## src/rtl/mem_stage_ctrl.sv

```systemverilog
// Memory-stage controller: issues word loads/stores on a req/ack data port,
// stalls the front of the pipeline while an access is outstanding, and drives MtoW.
module mem_stage_ctrl #(
    parameter int TIMEOUT_CYCLES = 255,
    parameter int TO_W           = 8
) (
    input  logic        clk,
    input  logic        rst_n,
    input  logic        rfweM,
    input  logic        mtorfselM,
    input  logic        dmweM,
    input  logic        branchM,
    input  logic        zeroM,
    input  logic [31:0] aluoutM,
    input  logic [31:0] dmdinM,
    input  logic [4:0]  rtdM,
    output logic        pcsrcM,
    output logic        stallM,
    output logic        dm_req,
    output logic        dm_we,
    output logic [31:0] dm_addr,
    output logic [31:0] dm_wdata,
    input  logic        dm_ack,
    input  logic [31:0] dm_rdata,
    output logic        rfweW,
    output logic        mtorfselW,
    output logic [31:0] aluoutW,
    output logic [31:0] dmdoutW,
    output logic [4:0]  rtdW,
    output logic        misalign_err,
    output logic        bus_err
);

    typedef enum logic {IDLE = 1'b0, BUSY = 1'b1} state_t;

    state_t          state;
    logic [TO_W-1:0] toCnt;
    logic            memop, aligned, misaligned, timeout, done;

    assign memop      = dmweM | mtorfselM;
    assign aligned    = (aluoutM[1:0] == 2'b00);
    assign misaligned = memop & ~aligned;
    // An ack on the final counted cycle still wins over the abort.
    assign timeout    = (state == BUSY) && (toCnt == TO_W'(TIMEOUT_CYCLES)) && !dm_ack;

    // Gated by rst_n so the request drops the instant reset asserts, even
    // while the upstream bundle still presents a memory op.
    assign dm_req   = rst_n && ((state == IDLE) ? (memop && aligned) : !timeout);
    assign done     = dm_req & dm_ack;
    assign stallM   = dm_req & ~dm_ack;
    assign dm_we    = dmweM & dm_req;
    assign dm_addr  = aluoutM;
    assign dm_wdata = dmdinM;
    assign pcsrcM   = branchM & zeroM;

    always_ff @(posedge clk or negedge rst_n) begin
        if (!rst_n) begin
            state        <= IDLE;
            toCnt        <= '0;
            rfweW        <= 1'b0;
            mtorfselW    <= 1'b0;
            aluoutW      <= '0;
            dmdoutW      <= '0;
            rtdW         <= '0;
            misalign_err <= 1'b0;
            bus_err      <= 1'b0;
        end else begin
            case (state)
                IDLE: begin
                    toCnt <= '0;
                    if (stallM) state <= BUSY;
                end
                BUSY: begin
                    if (done || timeout) begin
                        state <= IDLE;
                        toCnt <= '0;
                    end else begin
                        toCnt <= toCnt + TO_W'(1);
                    end
                end
                default: begin
                    state <= IDLE;
                    toCnt <= '0;
                end
            endcase

            if (misaligned) misalign_err <= 1'b1;
            if (timeout)    bus_err      <= 1'b1;

            if (stallM) begin
                rfweW <= 1'b0;
            end else begin
                rfweW     <= rfweM & ~misaligned & ~timeout;
                mtorfselW <= mtorfselM;
                aluoutW   <= aluoutM;
                rtdW      <= rtdM;
                if (done && mtorfselM) dmdoutW <= dm_rdata;
            end
        end
    end

endmodule

```

## config.mk

```make
export PLATFORM = sky130hd
export DESIGN_NAME = mem_stage_ctrl
export DESIGN_NICKNAME = d
export VERILOG_FILES = /design/src/rtl/mem_stage_ctrl.sv
export SDC_FILE = /design/constraint.sdc
export NUM_CORES = 1
export LEC_CHECK = 0
export ABC_AREA = 0
export BUFFER_PORTS_ARGS = -buffer_cell sky130_fd_sc_hd__clkbuf_2
export CORE_MARGIN = 8
export CORE_UTILIZATION = 40
export CTS_CLUSTER_SIZE = 30
export DETAILED_ROUTE_END_ITERATION = 16
export PLACE_DENSITY = 0.77
export SLEW_MARGIN = 20
export SYNTH_ARGS = -nofsm -noshare
export SYNTH_HDL_FRONTEND = slang
export SYNTH_SLANG_ARGS = --single-unit
```

## constraint.sdc

```tcl
create_clock -name clk -period 3 [get_ports clk]
set_clock_uncertainty 0.15 [all_clocks]
set_input_delay 0 -clock clk [delete_from_list [all_inputs] [get_ports clk]]
set_output_delay 0 -clock clk [all_outputs]
set_load 0.02 [all_outputs]
```

==> impl_metrics.ini, run 1 <==
[synthesis]
synth_fp_nets = 379
ys_top_cells_by_area = dfrtp_1 56%, mux2_2 19%, buf_4 13%
synth.yosys.seq_area_share_pct = 55.56
ys_ff_latch = 82
synth_common_cells = 82 x dfrtp_1, 64 x buf_4, 61 x mux2_2, 9 x mux2_4, 6 x nor2_1
async_flop_share_pct = 100.0
yosysMostFrequentCell = dfrtp_1
yosysWarnings = 0
synth_ff_type = dfrtp_1
yosysTopAreaCell = dfrtp_1
netlist_instances = 269
syn_area_mm2 = 0.003694
syn_avg_cell_area_um2 = 13.73
synth_cell_types = 29
synth_top_area_share_pct = 55.56
synth-edff-count = 0

[status]
status = stopped before the end
lastStage = clock tree synthesis
tool.error = [ERROR RSZ-0060] Max buffer count reached.

[clock_tree]
cts_setup_buffers = 0
clockRootBuffer = clkbuf_8
postCtsHoldBufs = 104
clock_sinks = 82
clockBufferDepth = 2
cts-buffers-inserted = 9
cts_resized = 0
htreeDepth = 3

[floorplan]
ioPinCount = 250
die_w_um = 112.1
fp.dieH_um = 112.1
start_util_pct = 40.55
rows = 35

[place]
io_buffers = 185
gp_congestion = 0.7749
dp_hpwl_um = 6904
per-stage QoR:
stage | instance area [um2] | cells | setup WS [ps] | util (%) | hold slack (ps)
floorplan | 3694 | 269 | 884.1 | - | -445.6
global placement | 4298 | 499 | 742.6 | 47.18 | -149.9
detailed placement | 4298 | 499 | 655.4 | 47.18 | -149.9
logic make-up after synthesis:
| logic type | Yosys count | share of synthesized area, % |
|---|---|---|
| flops | 82 | 55.56 |
| buf+inv | 71 | 14.19 |
| mux | 70 | 22.26 |
| simple gates | 32 | 5.149 |
| compound gates | 9 | 1.558 |
| xor+xnor | 4 | 0.9487 |
| fa+ha+maj | 1 | 0.3387 |
==> run 2: changes to the inputs <==
--- a/config.mk
+++ b/config.mk
@@ -8,10 +8,9 @@
 export ABC_AREA = 0
 export BUFFER_PORTS_ARGS = -buffer_cell sky130_fd_sc_hd__clkbuf_2
 export CORE_MARGIN = 8
-export CORE_UTILIZATION = 40
-export CTS_CLUSTER_SIZE = 30
+export CORE_UTILIZATION = 25
 export DETAILED_ROUTE_END_ITERATION = 16
-export PLACE_DENSITY = 0.77
+export PLACE_DENSITY_LB_ADDON = 0.15
 export SLEW_MARGIN = 20
 export SYNTH_ARGS = -nofsm -noshare
 export SYNTH_HDL_FRONTEND = slang
==> impl_metrics.ini, run 2 <==
[timing]
timing.final.max_slew_violations = 0
fmaxAchievable_mhz = 398.1
worst_pin_slew_ps = 938.8
fin_ws_ps = 488.1
hold_violations = 0
rsz0062_at_grt = no
setup_tns_ps = 0
slew_headroom_pct = 37.20
layout_min_cycle_time_ps = 2512
min_period_over_period_pct = 83.73
setup_viol = 0
whs_ps = 182.1

[synthesis]
synth_common_cells = 82 x dfrtp_1, 64 x buf_4, 61 x mux2_2, 9 x mux2_4, 6 x nor2_1
yosysWarnings = 0
synth_top_area_share_pct = 55.56
netlist_instances = 269
synth.yosys.seq_area_share_pct = 55.56
syn_area_mm2 = 0.003694
async_flop_share_pct = 100.0
ys_top_cells_by_area = dfrtp_1 56%, mux2_2 19%, buf_4 13%
yosysMostFrequentCell = dfrtp_1
synth-edff-count = 0
yosysTopAreaCell = dfrtp_1
synth_cell_types = 29
ys_ff_latch = 82
syn_avg_cell_area_um2 = 13.73
synth_fp_nets = 379
synth_ff_type = dfrtp_1

[pwr]
irDropWorstVdd_v = 0.0003607
power_density_mw_per_mm2 = 622.4
p_leak_nw = 2.781
total_power_mw = 3.601

[setup_path]
end_kind = output pin
path_max_fanout = 26
start_kind = flop
crit_arrival_ps = 2360
crit-reg2reg-launch = toCnt[0]
crit_slowest_cell = nor3_4
worstReg2RegEnd = aluoutW[2]
crit_chain = ha_1 -> nand3_2 -> nor4_4 -> nor3_4 -> buf_12 -> clkbuf_2
r2r_slack_ps = 550
cpPeakStageDelay_ps = 640
crit_buf_inv = 2
worstPathRequired_ps = 2850
r2r_cells = 6
crit_type = flop to output pin
critical-path-top-delay-family = simple AND/OR/NAND/NOR gates

[cells_and_area]
drive_above_1_share_pct = 54.42
nNetsFinal = 616
largest_registers = aluoutW x32, dmdoutW x32, toCnt x8
final_cell_mix = 184 x clkbuf_2, 109 x dlygate4sd3_1, 82 x dfrtp_1, 61 x mux2_2
area.growth.synth_to_final_pct = 56.64
diodes = 0
final_common_cell = clkbuf_2
fin_util_pct = 39.96

[clock_tree]
clock_sinks = 82
cts_resized = 0
cts_tree = built
clk_pin_slew_ps = 60
cts-buffers-inserted = 9
htreeDepth = 3
clockBufferDepth = 2
clock_latency_ps = 330
cts_setup_buffers = 0
clockRootBuffer = clkbuf_16

[detailed_routing]
drt-pass1-iter-count = 4
drc = 0
avgRoutedWirePerCell_um = 16.01
vias = 2847
viasPerCell = 4.108
drt-initial-drc-count = 47
wl_um = 11100
ant_nets = 0

[grt]
grt_antenna_before_repair = 0
grt_pass1_vias = 3197
grt-ovfl-total = 0
track_usage_pct = 11.42
grt_pass1_wl_um = 16870
grt_max_degree = 64

[place]
pre_cts_ws_ps = 501.8
gp_congestion = 0.6844
dp_hpwl_um = 7320
io_buffers = 185

[floorplan]
coreArea_mm2 = 0.01448
fp.dieH_um = 137.6
ioPinCount = 250
start_util_pct = 25.51
die_w_um = 137.6
rows = 44
dieArea_mm2 = 0.01892

[min_path]
hold_start = zeroM
worst_hold_path.endpoint = pcsrcM
min_delay_path_depth = 3
hold_path.class = input port to output pin

[status]
status = finished, final reports clean

[flow_run]
maxCapViolations = 0
## run 2: cell counts after synthesis
Identical to the previous run, type by type.
## run 2: kinds of logic after synthesis
family	count (synthesis)	synth area share, %
flip-flops	82	55.56
AO/OA/AOI/OAI	9	1.558
adder cells (fa/ha/maj)	1	0.3387
XOR/XNOR	4	0.9487
multiplexers	70	22.26
buffers and inverters	71	14.19
AND/OR/NAND/NOR	32	5.149
## run 2: how the worst max path moves through the flow
stage	from	to	slack, ps	cells after the start
2_1_floorplan	toCnt[0]	aluoutW[0]	880	7
3_3_place_gp	toCnt[0]	aluoutW[22]	560	6
3_5_place_dp	toCnt[0]	aluoutW[17]	500	6
4_1_cts	toCnt[0]	stallM	410	6
5_1_grt	toCnt[0]	stallM	300	6
6_report	toCnt[0]	stallM	490	6
## run 2: where the power goes
| part | leakage [nW] | switching, mW | internal (mW) |
|---|---|---|---|
| Combinational | 1.65 | 0.573 | 0.449 |
| Clock | 0.151 | 0.425 | 0.741 |
| Sequential | 0.983 | 0.106 | 1.31 |
## run 2: routing by layer
layer,GRT usage (%),wire (um)
met1,11.99,4063
met2,19.31,5468
met5,0,0
met3,5.835,1438
met4,3.923,125
## run 2: layout make-up
cell class / instances / area (um2)
clock buffer: 11 / 242.7
timing repair buffer: 297 / 2054
sequential: 82 / 2052
fill: 1357 / 8693
clock inverter: 3 / 65.06
tap: 184 / 230.2
multi-input combinational: 116 / 1141
## run 2: repair_timing
item                       in CTS  in global routing
setup endpoints to repair       0                  0
hold buffers                  109                  0
hold endpoints to repair      124                  0
## run 2: through the flow
| stage | area (um2) | std cells |
|---|---|---|
| final | 5786 | 693 |
| after floorplan | 3694 | 269 |
| after global placement | 4387 | 570 |
| after global routing | 5786 | 693 |
| after detailed placement | 4387 | 570 |
| after CTS | 5786 | 693 |
## run 2: worst reg2reg max path, stage by stage, from the launching register on
cell	delay (ps)
dfrtp_1	400
ha_1	260
nand3_2	130
nor4_4	100
nor3_4	640
buf_12	290
mux2_2	370
(Power assumes the default switching activity.)
==> run 3: changes to the inputs <==
==> constraint.sdc (replaced) <==
create_clock -name clk -period 2.6 [get_ports clk]
set_clock_uncertainty 0.15 [all_clocks]
set_input_delay 0 -clock clk [delete_from_list [all_inputs] [get_ports clk]]
set_output_delay 0 -clock clk [all_outputs]
set_load 0.02 [all_outputs]
==> impl_metrics.ini, run 3 (synthesis gave the netlist of run 2 again) <==
[min_path]
hold_start = dm_ack
hold_path.class = input port to flop
worst_hold_path.endpoint = state
min_delay_path_depth = 4

[setup_path]
path_max_fanout = 8
crit_arrival_ps = 2080
crit-reg2reg-launch = toCnt[0]
crit_type = flop to output pin
worstPathRequired_ps = 2450
worstReg2RegEnd = aluoutW[29]
r2r_slack_ps = 600
end_kind = output pin
r2r_cells = 6
start_kind = flop

[floorplan]
start_util_pct = 25.51
fp.dieH_um = 137.6
ioPinCount = 250
coreArea_mm2 = 0.01448
rows = 44
die_w_um = 137.6
dieArea_mm2 = 0.01892

[timing]
layout_min_cycle_time_ps = 2226
setup_viol = 0
setup_tns_ps = 0
fmaxAchievable_mhz = 449.2
timing.final.max_slew_violations = 0
rsz0062_at_grt = no
min_period_over_period_pct = 85.61
whs_ps = 82.21
worst_pin_slew_ps = 889.1
slew_headroom_pct = 40.73
hold_violations = 0

[grt]
grt_antenna_before_repair = 0
track_usage_pct = 11.30
grt_pass1_vias = 3209
grt_max_degree = 67
grt_pass1_wl_um = 16620
grt-ovfl-total = 0

[cells_and_area]
final_cell_mix = 184 x clkbuf_2, 107 x dlygate4sd3_1, 82 x dfrtp_1, 61 x mux2_2
diodes = 0
fin_area_mm2 = 0.005771
largest_registers = aluoutW x32, dmdoutW x32, toCnt x8
area.growth.synth_to_final_pct = 56.23
nNetsFinal = 615
drive_above_1_share_pct = 54.81
final_common_cell = clkbuf_2

[clock_tree]
cts_resized = 0
clock_latency_ps = 340
clockBufferDepth = 2
cts_setup_buffers = 0
cts_tree = built
postCtsHoldBufs = 107
clock_sinks = 82
clockRootBuffer = clkbuf_16
htreeDepth = 3
cts-buffers-inserted = 9
clk_pin_slew_ps = 60

[status]
status = finished, final reports clean

[detailed_routing]
ant_nets = 0
wl_um = 10890
vias = 2878
viasPerCell = 4.153
avgRoutedWirePerCell_um = 15.71
drt-pass1-iter-count = 4
drc = 0
drt-initial-drc-count = 61

[place]
post_dp_cell_area_mm2 = 0.004394
gp_congestion = 0.6549
io_buffers = 185
dp_hpwl_um = 7298

[pwr]
power_density_mw_per_mm2 = 712.2
irDropWorstVdd_v = 0.0003711
p_leak_nw = 2.778

[flow_run]
maxCapViolations = 0
==> run 3: changes by cell type in the layout (fill, tap and decap cells not counted), sizes merged <==
cell | previous run | this run
bufinv | 2 | 1
clkbuf | 195 | 197
dlygate4sd3 | 109 | 107
buf | 4 | 5
==> run 3: metrics by stage <==
step	worst slack, ps	instances	utilization [%]	total power, mW
after global placement	643.8	571	30.35	2.666
after floorplan	484.1	269	-	2.339
after CTS	326.8	693	39.85	4.193
after detailed placement	604.9	571	30.35	2.679
final	374.0	693	39.85	4.110
after global routing	202.2	693	39.85	4.360
==> run 3: cell type report <==
cell class / count / area, um2
fill: 1402 / 8708
sequential: 82 / 2052
timing repair buffer: 296 / 2042
multi-input combinational: 116 / 1141
clock buffer: 13 / 270.3
tap: 184 / 230.2
clock inverter: 2 / 35.03
==> run 3: how the worst max path moves through the flow <==
stage	from	endpoint
2_1_floorplan	toCnt[0]	aluoutW[0]
3_3_place_gp	toCnt[0]	rtdW[1]
3_5_place_dp	toCnt[0]	aluoutW[29]
4_1_cts	toCnt[0]	dm_we
5_1_grt	toCnt[0]	dm_we
6_report	toCnt[0]	dm_we
==> run 3: worst max-delay path: stages, from the launching register on <==
cell and delay (ps):
dfrtp_1 380, ha_1 230, nand3_2 140, nor4_4 360
buf_4 220, nor3b_1 70, and2_1 190, clkbuf_2 160
==> run 3: metal layers <==
layer | vias up | share of wire (%) | track usage (%)
li1 | 1342 | - | -
met1 | 1366 | 38 | 12.57
met2 | 157 | 48 | 18.86
met3 | 13 | 12 | 4.522
met4 | 0 | 1.7 | 4.647
met5 | - | 0 | 0
==> run 3: power by group <==
part / internal, mW / switching [mW]
combinational: 0.516 / 0.663
clock: 0.816 / 0.487
sequential: 1.51 / 0.122
==> run 4: changes to the inputs <==
--- a/config.mk
+++ b/config.mk
@@ -9,6 +9,7 @@
 export BUFFER_PORTS_ARGS = -buffer_cell sky130_fd_sc_hd__clkbuf_2
 export CORE_MARGIN = 8
 export CORE_UTILIZATION = 25
+export CTS_BUF_LIST = sky130_fd_sc_hd__clkbuf_16
 export DETAILED_ROUTE_END_ITERATION = 16
 export PLACE_DENSITY_LB_ADDON = 0.15
 export SLEW_MARGIN = 20
==> impl_metrics.ini, run 4 (synthesis gave the netlist of run 2 again) <==
[timing]
whs_ps = 82.55
setup_tns_ps = 0
timing.final.max_slew_violations = 0
fmaxAchievable_mhz = 448.9
worst_pin_slew_ps = 882.9
setup_viol = 0
slew_headroom_pct = 41.14
rsz0062_at_grt = no
min_period_over_period_pct = 85.68
layout_min_cycle_time_ps = 2228
hold_violations = 0

[floorplan]
fp.dieH_um = 137.6
die_w_um = 137.6
ioPinCount = 250
start_util_pct = 25.51
rows = 44
coreArea_mm2 = 0.01448
dieArea_mm2 = 0.01892

[clock_tree]
cts_resized = 0
cts-buffers-inserted = 9
clockBufferDepth = 2
clock_sinks = 82
clockRootBuffer = clkbuf_16
clock_latency_ps = 330
cts_tree = built
clk_pin_slew_ps = 60
cts_setup_buffers = 0
htreeDepth = 3
postCtsHoldBufs = 107

[setup_path]
crit_buf_inv = 2
start_kind = flop
crit_slowest_cell = dfrtp_1
crit_chain = ha_1 -> nand3_2 -> nor4_4 -> buf_4 -> nor3b_1 -> and2_1 -> clkbuf_2
crit_arrival_ps = 2080
crit_type = flop to output pin
critical-path-top-delay-family = simple AND/OR/NAND/NOR gates
worstPathRequired_ps = 2450
end_kind = output pin
cpPeakStageDelay_ps = 380
path_max_fanout = 8

[cells_and_area]
nNetsFinal = 615
drive_above_1_share_pct = 54.22
nFillCells = 1404
layoutNonFillerInstCount = 693
largest_registers = aluoutW x32, dmdoutW x32, toCnt x8
final_common_cell = clkbuf_2
final_cell_mix = 184 x clkbuf_2, 107 x dlygate4sd3_1, 82 x dfrtp_1, 61 x mux2_2
diodes = 0
area.growth.synth_to_final_pct = 55.42

[pwr]
p_seq_share_pct = 40.6
comb_power_share_pct = 29.3
p_int_mw = 2.746
p_leak_nw = 2.766
switching_power_mw = 1.271
irDropWorstVdd_v = 0.0003696
power_density_mw_per_mm2 = 699.7
power_frac_clock_pct = 30.1
netSwitchingFraction_pct = 31.64

[grt]
grt_pass1_wl_um = 16620
track_usage_pct = 11.30
grt-ovfl-total = 0
grt_antenna_before_repair = 0
grt_max_degree = 67
grt_pass1_vias = 3201

[detailed_routing]
ant_nets = 0
viasPerCell = 4.163
vias = 2885
avgRoutedWirePerCell_um = 15.69
drc = 0
wl_um = 10880
drt-initial-drc-count = 63
drt-pass1-iter-count = 4

[status]
status = finished, final reports clean

[place]
io_buffers = 185
dpl.cell_count = 571
dp_hpwl_um = 7298
gp_congestion = 0.6549

[flow_run]
maxCapViolations = 0

[min_path]
hold_path.class = input port to flop
==> run 4: power by group through the flow <==
stage / registers [mW] / clock network, mW / logic, mW
floorplan: 1.92 / 0 / 0.421
global placement: 1.64 / 0 / 1.03
detailed placement: 1.64 / 0 / 1.03
CTS: 1.63 / 1.27 / 1.20
global route: 1.67 / 1.32 / 1.27
finish: 1.63 / 1.21 / 1.18
==> run 4: cell type report <==
type | instances | area, um2 | share of cell area (%)
Sequential cell | 82 | 2052 | 35.75
Tap cell | 184 | 230.2 | 4.010
Multi-Input combinational cell | 116 | 1141 | 19.88
Clock buffer | 9 | 225.2 | 3.923
Timing Repair Buffer | 296 | 2042 | 35.57
Clock inverter | 6 | 50.05 | 0.8718
==> run 4: worst reg2reg max path, delay by kind of cell (launching register included) <==
| kind | cells | cell delay [ps] |
|---|---|---|
| muxes | 1 | 340 |
| and+or+nand+nor | 3 | 580 |
| buffers and inverters | 1 | 200 |
| adders and majority gates | 1 | 230 |
| DFF | 1 | 380 |
==> run 4: final timing paths <==
| path | depth (start not counted) | startpoint | slack [ps] | endpoint |
|---|---|---|---|---|
| min reg2reg | 1 | bus_err | 330 | bus_err |
| min | 4 | dm_ack | 80 | state |
| max in group asynchronous | 3 | rst_n | 1040 | dmdoutW[16] |
| max reg2reg | 6 | toCnt[0] | 600 | aluoutW[29] |
| min in group asynchronous | 3 | rst_n | 340 | aluoutW[15] |
| max | 7 | toCnt[0] | 370 | dm_we |
==> run 4: routing by layer <==
metal	GRT usage [%]	part of all wire, %
met2	18.64	48
met1	12.75	39
met5	0	0
met3	4.522	12
met4	4.647	1.7
==> run 4: per-stage QoR <==
step	util (%)	setup slack, ps	instance area (um2)	power, mW
final	39.65	372.3	5741	4.017
after CTS	39.65	327.2	5741	4.096
after global placement	30.35	643.8	4394	2.666
after global routing	39.65	203.2	5741	4.263
after detailed placement	30.35	604.9	4394	2.679
after floorplan	-	484.1	3694	2.339
